[src/rtl/qsp_elevator.sv]
// qspa_pkg: core-wide constants shared by QSP datapath blocks.
package qspa_pkg;
    parameter int DATA_WIDTH = 16;
endpackage

// qsp_elevator: hardware loop-counter unit fed by LCSET writeback.
// Each LCSET pushes {iteration count, loop-start PC} onto a nesting stack;
// each loop-end event either decrements the innermost count and redirects
// fetch to the loop start, or pops the finished loop and falls through.
//
// Ports:
//   clk, rst        core clock, synchronous active-high reset
//   lc_wr_valid     LCSET commits this cycle (lc_wr_data = count, lc_wr_pc = its PC)
//   loop_end_valid  loop-end instruction commits this cycle
//   flush           discard all stack entries
//   err_clr         clear sticky error flags
//   redirect_valid  registered one-cycle pulse, fetch jumps to redirect_pc
//   redirect_pc     loop start address (holds last value between pulses)
//   lc_top          remaining count of innermost loop (0 when empty)
//   lc_depth        number of active loops; lc_empty / lc_full decode it
//   ovf_err         sticky: push while full
//   unf_err         sticky: loop end while empty
//
// Handshake: every *_valid input is a single-cycle qualifier with no ready;
// the unit accepts every event in the cycle it is presented.
module qsp_elevator #(
    parameter int DATA_WIDTH = qspa_pkg::DATA_WIDTH,
    parameter int PC_WIDTH   = 16,
    parameter int DEPTH      = 4
) (
    input  logic                       clk,
    input  logic                       rst,
    input  logic                       lc_wr_valid,
    input  logic [DATA_WIDTH-1:0]      lc_wr_data,
    input  logic [PC_WIDTH-1:0]        lc_wr_pc,
    input  logic                       loop_end_valid,
    input  logic                       flush,
    input  logic                       err_clr,
    output logic                       redirect_valid,
    output logic [PC_WIDTH-1:0]        redirect_pc,
    output logic [DATA_WIDTH-1:0]      lc_top,
    output logic [$clog2(DEPTH):0]     lc_depth,
    output logic                       lc_empty,
    output logic                       lc_full,
    output logic                       ovf_err,
    output logic                       unf_err
);

    localparam int IW = $clog2(DEPTH);
    localparam int DW = IW + 1;

    logic [DATA_WIDTH-1:0] r_cnt [DEPTH];
    logic [PC_WIDTH-1:0]   r_spc [DEPTH];
    logic [DW-1:0]         r_depth;
    logic                  r_redirect_valid;
    logic [PC_WIDTH-1:0]   r_redirect_pc;
    logic                  r_ovf_err;
    logic                  r_unf_err;

    logic                  w_empty;
    logic                  w_full;
    logic [IW-1:0]         w_top_idx;
    logic [DATA_WIDTH-1:0] w_top_cnt;
    logic                  w_dec;
    logic                  w_pop;
    logic                  w_unf;
    logic [DW-1:0]         w_depth_mid;
    logic                  w_push;
    logic                  w_ovf;
    logic [IW-1:0]         w_push_idx;
    logic [DATA_WIDTH-1:0] w_push_cnt;
    logic [PC_WIDTH-1:0]   w_push_pc;
    logic [DW-1:0]         w_depth_nxt;

    assign w_empty   = (r_depth == '0);
    assign w_full    = (r_depth == DW'(DEPTH));
    // Wraps to all-ones when empty; every use is gated by !w_empty.
    assign w_top_idx = IW'(r_depth - DW'(1));
    assign w_top_cnt = r_cnt[w_top_idx];

    // Loop end acts first on the pre-push top; the push then sees the
    // post-pop depth, so a pop while full frees a slot for the same cycle.
    always_comb begin
        w_dec       = 1'b0;
        w_pop       = 1'b0;
        w_unf       = 1'b0;
        w_depth_mid = r_depth;
        if (loop_end_valid) begin
            if (w_empty) begin
                w_unf = 1'b1;
            end else if (w_top_cnt > DATA_WIDTH'(1)) begin
                w_dec = 1'b1;
            end else begin
                w_pop       = 1'b1;
                w_depth_mid = r_depth - DW'(1);
            end
        end
        w_push      = lc_wr_valid && (w_depth_mid != DW'(DEPTH));
        w_ovf       = lc_wr_valid && (w_depth_mid == DW'(DEPTH));
        w_push_idx  = w_depth_mid[IW-1:0];
        // A zero count runs the body once, same as a count of one.
        w_push_cnt  = (lc_wr_data == '0) ? DATA_WIDTH'(1) : lc_wr_data;
        w_push_pc   = lc_wr_pc + PC_WIDTH'(1);
        w_depth_nxt = w_push ? (w_depth_mid + DW'(1)) : w_depth_mid;
    end

    always_ff @(posedge clk) begin
        if (rst) begin
            for (int i = 0; i < DEPTH; i++) begin
                r_cnt[i] <= '0;
                r_spc[i] <= '0;
            end
            r_depth          <= '0;
            r_redirect_valid <= 1'b0;
            r_redirect_pc    <= '0;
            r_ovf_err        <= 1'b0;
            r_unf_err        <= 1'b0;
        end else begin
            r_redirect_valid <= 1'b0;
            if (flush) begin
                // Flush cancels any same-cycle push or loop end.
                r_depth <= '0;
            end else begin
                if (w_dec) begin
                    r_cnt[w_top_idx] <= w_top_cnt - DATA_WIDTH'(1);
                    r_redirect_valid <= 1'b1;
                    r_redirect_pc    <= r_spc[w_top_idx];
                end
                if (w_push) begin
                    r_cnt[w_push_idx] <= w_push_cnt;
                    r_spc[w_push_idx] <= w_push_pc;
                end
                r_depth <= w_depth_nxt;
            end
            // A new error in the same cycle as err_clr wins.
            r_ovf_err <= (r_ovf_err && !err_clr) || (w_ovf && !flush);
            r_unf_err <= (r_unf_err && !err_clr) || (w_unf && !flush);
        end
    end

    assign redirect_valid = r_redirect_valid;
    assign redirect_pc    = r_redirect_pc;
    assign lc_top         = w_empty ? '0 : w_top_cnt;
    assign lc_depth       = r_depth;
    assign lc_empty       = w_empty;
    assign lc_full        = w_full;
    assign ovf_err        = r_ovf_err;
    assign unf_err        = r_unf_err;

endmodule

[config.mk]
export PLATFORM = sky130hd
export DESIGN_NAME = qsp_elevator
export DESIGN_NICKNAME = d
export VERILOG_FILES = /design/src/rtl/qsp_elevator.sv
export SDC_FILE = /design/constraint.sdc
export NUM_CORES = 1
export LEC_CHECK = 0
export ABC_AREA = 0
export ABC_CLOCK_PERIOD_IN_PS = 8600
export CORE_MARGIN = 3
export CORE_UTILIZATION = 55
export DETAILED_ROUTE_END_ITERATION = 6
export PLACE_DENSITY_LB_ADDON = 0.3
export SLEW_MARGIN = 20
export SYNTH_ARGS = -nofsm -noshare
export SYNTH_HDL_FRONTEND = slang
export SYNTH_SLANG_ARGS = --single-unit
[constraint.sdc]
create_clock -name clk -period 8.6 [get_ports clk]
set_input_delay 1.72 -clock clk [delete_from_list [all_inputs] [get_ports clk]]
set_output_delay 1.72 -clock clk [all_outputs]
set_load 0.01 [all_outputs]
==> out/metrics.yaml, run 1 <==
outcome: "finished clean"
synth.top_cell.area_share_pct: 48.0
final-seq-area_mm2: 0.00429
postSynthAreaPerCell_um2: 13.1
viasPerCell: 6.37
cap_violations: 0
async_reset_ff_share_pct: 0
die_w_um: 127
gp_congestion: 0.876
grt_use_total_pct: 25.6
die_y_um: 127
rsz0062_at_grt: "no"
pre_cts_ws_ps: 1440
power_density_mw_per_mm2: 187
clkLatencyLatePin_ps: 430
fin_crit_ps: 7160
dp_hpwl_um: 13100
htreeDepth: 4
antenna_found_initial: 0
grt_pass1_wl_um: 31700
worstPathRequired_ps: 8500
cts_root_buf: "clkbuf_16"
clock_skew_ps: 14.5
cts_sinks: 150
cts_tree: "done"
hp-class: "reg2reg"
max_slew_margin_pct: 27.7
crit_arrival_ps: 7060
crit_path_end_kind: "flop"
area.growth.synth_to_final_pct: 18.7
fillCellCount: 974
port_buffers: 77
grt_start_max_net_pins: 69
hold_viol: 0
ys_seq_area_share_pct: 53.5
rr_startpoint: "lc_depth[1]"
worst_pin_slew_ps: 1080
ctsHoldBuffers: 0
synth.most_common_cell: "edfxtp_1"
ctsResizeCount: 0
syn_area_mm2: 0.00801
yosys_warnings: 0
synth_cells: 613
rows: 43
ios: 78
cpMaxStageDelayCell: "ha_1"
antenna_left: 0
yosys.area.top_type: "edfxtp_1"
clockBufferDepth: 2
synth.area.top_cells: "edfxtp_1, mux4_2, mux2_2"
fmax_mhz: 140
drive_gt1_share_pct: 22.7
synth_nets: 660
core_area_mm2: 0.0140
critPathKind: "reg2reg"
post_cts.repair.setup_buffers: 0
timing.final.crit_share_pct: 83.2
cts_buffers: 17
synthTopCellsByCount: "edfxtp_1, nor2_1, mux2_2, nor4_1, mux4_2"
grt-ovfl-total: 0
drc: 0
insertedDiodeCount: 0
synth.distinct_cells: 56
max_stage_delay_ps: 940
worstHoldStart: "ovf_err"
clk_pin_slew_ps: 60
drtIter0Drc: 613
start_util_pct: 57.1
multi_input_area_mm2: 0.00348
worst_slack_ps: 1440
tns_ps: 0
wirelength_um: 20000
wl_per_cell_um: 22.8
cp_cell_sequence: "inv_1 -> ha_1 -> mux4_2 -> inv_1 -> ha_1 -> o21ai_0 -> o22ai_1 -> nand3_1 -> nor3_1 -> mux2i_4 -> buf_4 -> inv_1 -> ha_1 -> nand2_1 -> or4_1 -> nand3_1"
grt_pass1_vias: 5753
nNetsFinal: 733
vias: 5600
drt_first_pass_iters: 5
critPathLaunch: "lc_depth[1]"
synth-seq-cells: 150
vdd_drop_max_mv: 0.124
ys.flop_type: "edfxtp_1"
cp_num_buf_inv: 4
worst-path-max-fanout: 37
drv_slew: 0
die_area_mm2: 0.0161
cp_top_family: "simple AND/OR/NAND/NOR gates"
setup_viol: 0
leakage_nw: 3.36
startpoint_type: "flop"
synth_edf_count: 128
==> cell families (layout without fill, tap and decap cells) <==
group / count (synthesis) / count (layout) / synth area share, %
DFF: 150 / 150 / 53.5
AOI/OAI and AO/OA: 42 / 42 / 4.28
xor gates and xnor gates: 27 / 27 / 2.95
and+or+nand+nor: 233 / 233 / 15.9
muxes: 98 / 98 / 18.4
adders and majority gates: 9 / 9 / 1.41
buffers and inverters: 54 / 140 / 3.51
==> cell usage in the layout, fill, tap and decap left out, types with 3 or more instances in the layout <==
master           instances
edfxtp_1               128
nor2_1                  95
clkdlybuf4s50_1         77
mux2_2                  54
nor4_1                  49
mux4_2                  31
dfxtp_1                 21
xor2_1                  18
clkbuf_16               17
and2_1                  16
a22o_1                  16
buf_4                   15
inv_1                   14
nand2_1                 13
nand3_1                 13
xnor2_1                  9
ha_1                     9
mux2_4                   8
nor3_1                   7
and3_1                   6
nand4_1                  6
clkinv_2                 5
nor4_4                   4
nand2b_1                 4
mux2i_1                  4
clkinv_1                 3
o31ai_2                  3
nor4_2                   3
a21oi_1                  3
==> sequential cells by signal, summed over array words and instances (netlist names) <==
name	count
lc_depth	3
ovf_err	1
r_cnt	64
r_spc	64
redirect_pc	16
redirect_valid	1
unf_err	1
==> power breakdown <==
| part | leakage [nW] | switching, mW | internal [mW] |
|---|---|---|---|
| Clock | 0.281 | 0.285 | 0.438 |
| Combinational | 1.58 | 0.134 | 0.0866 |
| Sequential | 1.50 | 0.0103 | 0.823 |
| Total | 3.36 | 0.430 | 1.35 |
==> per-layer routing <==
metal	vias to the layer above	global-route usage, %	share of wire (%)
li1	2503	-	-
met1	2798	33.1	39
met2	268	42.9	53
met3	31	5.26	6.6
met4	0	9.59	1.8
met5	-	0	0
==> stage by stage <==
stage | instances | cell area, um2 | util, % | total power, mW | hold slack, ps
after floorplan | 613 | 8010 | - | 0.981 | 470
after global placement | 847 | 8940 | 63.6 | 1.06 | 443
after detailed placement | 847 | 8940 | 63.6 | 1.07 | 448
after CTS | 879 | 9510 | 67.7 | 1.78 | 454
after global routing | 879 | 9510 | 67.7 | 1.84 | 485
final | 879 | 9510 | 67.7 | 1.78 | 448
==> worst reg2reg max path, delay by kind of cell (launching register included) <==
kind,cells,cell delay [ps]
DFF,1,330
and+or+nand+nor,5,2380
buffers and inverters,4,1150
adders and majority gates,3,1600
muxes,2,760
AOI/OAI and AO/OA,2,410
==> layout make-up <==
type | instances | area share [%]
multi-input combinational | 409 | 36.6
sequential | 150 | 45.1
tap | 180 | 2.37
timing repair buffer | 92 | 9.29
inverter | 16 | 0.632
clock inverter | 11 | 1.14
clock buffer | 21 | 4.84
==> final timing paths <==
path | end | slack (ps) | depth (start not counted)
setup / recovery | r_cnt[0][9] | 1440 | 16
hold / removal | ovf_err | 450 | 2
setup reg to reg | r_cnt[0][9] | 1440 | 16
hold reg to reg | ovf_err | 450 | 2
Note: power is estimated with default switching activity, not from simulation.
==> run 2: changes to the inputs <==
ABC_CLOCK_PERIOD_IN_PS = 6000   (was 8600)
CORE_UTILIZATION = 52   (was 55)
clock period = 6 ns   (was 8.6 ns; I/O delays follow)
==> out/metrics.yaml, run 2 (synthesis gave the netlist of run 1 again) <==
cts_sinks: 150
setup_viol: 0
worstPathRequired_ps: 6220
final_util_pct: 65.2
ctsHoldBuffers: 0
grt_use_total_pct: 24.9
worstHoldStart: "ovf_err"
post_cts.repair.setup_buffers: 0
crit_path_end_kind: "flop"
pre_cts_ws_ps: 381
rows: 44
worst_slack_ps: 356
vdd_drop_max_mv: 0.235
grt-ovfl-total: 0
grt_pass1_vias: 5951
clock_power_share_pct: 43.6
leakage_nw: 3.44
gp_congestion: 0.821
max_stage_delay_ps: 770
timing.final.crit_share_pct: 94.1
area.growth.synth_to_final_pct: 20.6
startpoint_type: "flop"
insertedDiodeCount: 0
vias: 5604
cp_top_family: "simple AND/OR/NAND/NOR gates"
total_power_mw: 2.69
drtIter0Drc: 589
hold_depth: 2
final-seq-area_mm2: 0.00429
die_area_mm2: 0.0169
cap_violations: 0
port_buffers: 77
cts_tree: "done"
dp_hpwl_um: 12500
p_int_mw: 2.03
multi_input_area_mm2: 0.00350
fmax_mhz: 177
outcome: "finished clean"
timing.rr.end: "r_spc[1][5]"
worst-path-max-fanout: 64
worst_pin_slew_ps: 1120
fin_crit_ps: 5640
nNetsFinal: 740
combPwrFrac_pct: 12.0
clockBufferDepth: 2
grt_pass1_wl_um: 32100
p_switching_mw: 0.653
die_y_um: 130
cts_root_buf: "clkbuf_16"
final_common_cell: "edfxtp_1"
rr_startpoint: "lc_depth[0]"
p_seq_share_pct: 44.4
viasPerCell: 6.30
critPathKind: "reg2reg"
wirelength_um: 19800
ios: 78
max_slew_margin_pct: 25.0
hold_viol: 0
htreeDepth: 4
start_util_pct: 54.1
path_depth: 16
drt_first_pass_iters: 6
clkLatencyLatePin_ps: 430
cpMaxStageDelayCell: "or4_2"
placed_cells: 858
die_w_um: 130
power_density_mw_per_mm2: 278
rsz0062_at_grt: "no"
clk_pin_slew_ps: 60
fillCellCount: 1056
layout_common_cells: "edfxtp_1, nor2_1, clkdlybuf4s50_1, mux2_2, nor4_1"
reg2reg_depth: 16
drv_slew: 0
cp_cell_sequence: "clkbuf_8 -> mux4_2 -> inv_1 -> ha_1 -> o21ai_0 -> o22ai_1 -> nand3_1 -> nor3_1 -> mux2i_4 -> inv_1 -> buf_4 -> ha_1 -> o211a_4 -> or4_2 -> buf_4 -> nor4_1"
reg2reg_setup_slack_ps: 360
drc: 0
core_area_mm2: 0.0148
tns_ps: 0
hp-class: "reg2reg"
switching_share_pct: 24.3
min_to: "ovf_err"
antenna_found_initial: 0
cp_num_buf_inv: 5
crit_arrival_ps: 5870
layoutNonFillerInstCount: 890
antenna_left: 0
grt_start_max_net_pins: 65
drive_gt1_share_pct: 24.1
clock_skew_ps: 9.99
cts_buffers: 17
wl_per_cell_um: 22.3
==> run 2: through the flow <==
stage / cell area [um2] / hold WS [ps]
after detailed placement: 9000 / 459
after global routing: 9660 / 494
after CTS: 9650 / 469
final: 9660 / 461
after global placement: 9000 / 444
after floorplan: 8030 / 470
==> run 2: how the worst max path moves through the flow <==
stage,from,end
3_5_place_dp,lc_depth[0],r_spc[1][9]
4_1_cts,lc_depth[0],r_spc[1][5]
6_report,lc_depth[0],r_spc[1][5]
5_1_grt,lc_depth[0],r_spc[1][5]
2_1_floorplan,lc_depth[0],r_spc[2][0]
3_3_place_gp,lc_depth[1],r_spc[2][3]
==> run 2: final cells by class <==
type / instances / area share (%)
Timing Repair Buffer: 99 / 9.75
Multi-Input combinational cell: 409 / 36.2
Tap cell: 184 / 2.38
Clock inverter: 12 / 1.97
Inverter: 16 / 0.622
Sequential cell: 150 / 44.4
Clock buffer: 20 / 4.73
==> run 2: worst register-to-register path, cell delays in order, from the launching register on <==
cell and delay, ps:
dfxtp_2 330, clkbuf_8 410, mux4_2 660, inv_1 190, ha_1 280, o21ai_0 130, o22ai_1 280, nand3_1 200
nor3_1 350, mux2i_4 300, inv_1 50, buf_4 220, ha_1 270, o211a_4 190, or4_2 770, buf_4 370
nor4_1 410
==> run 2: power groups by stage <==
stage | logic (mW) | registers [mW] | clock network [mW]
final | 0.323 | 1.19 | 1.17
after global routing | 0.347 | 1.20 | 1.22
after CTS | 0.321 | 1.19 | 1.18
after detailed placement | 0.318 | 1.21 | 0
after global placement | 0.313 | 1.21 | 0
after floorplan | 0.198 | 1.21 | 0
==> run 2: metal layers <==
| layer | track usage [%] | wire length [um] |
|---|---|---|
| met4 | 9.60 | 469 |
| met5 | 0 | 0 |
| met1 | 31.8 | 7980 |
| met3 | 5.53 | 1190 |
| met2 | 41.5 | 10200 |
==> run 2: what timing repair did <==
item                                    4_1_cts  5_1_grt
endpoints found under the hold margin         0        0
resized for setup                             0        3
endpoints found under the setup margin        0      141
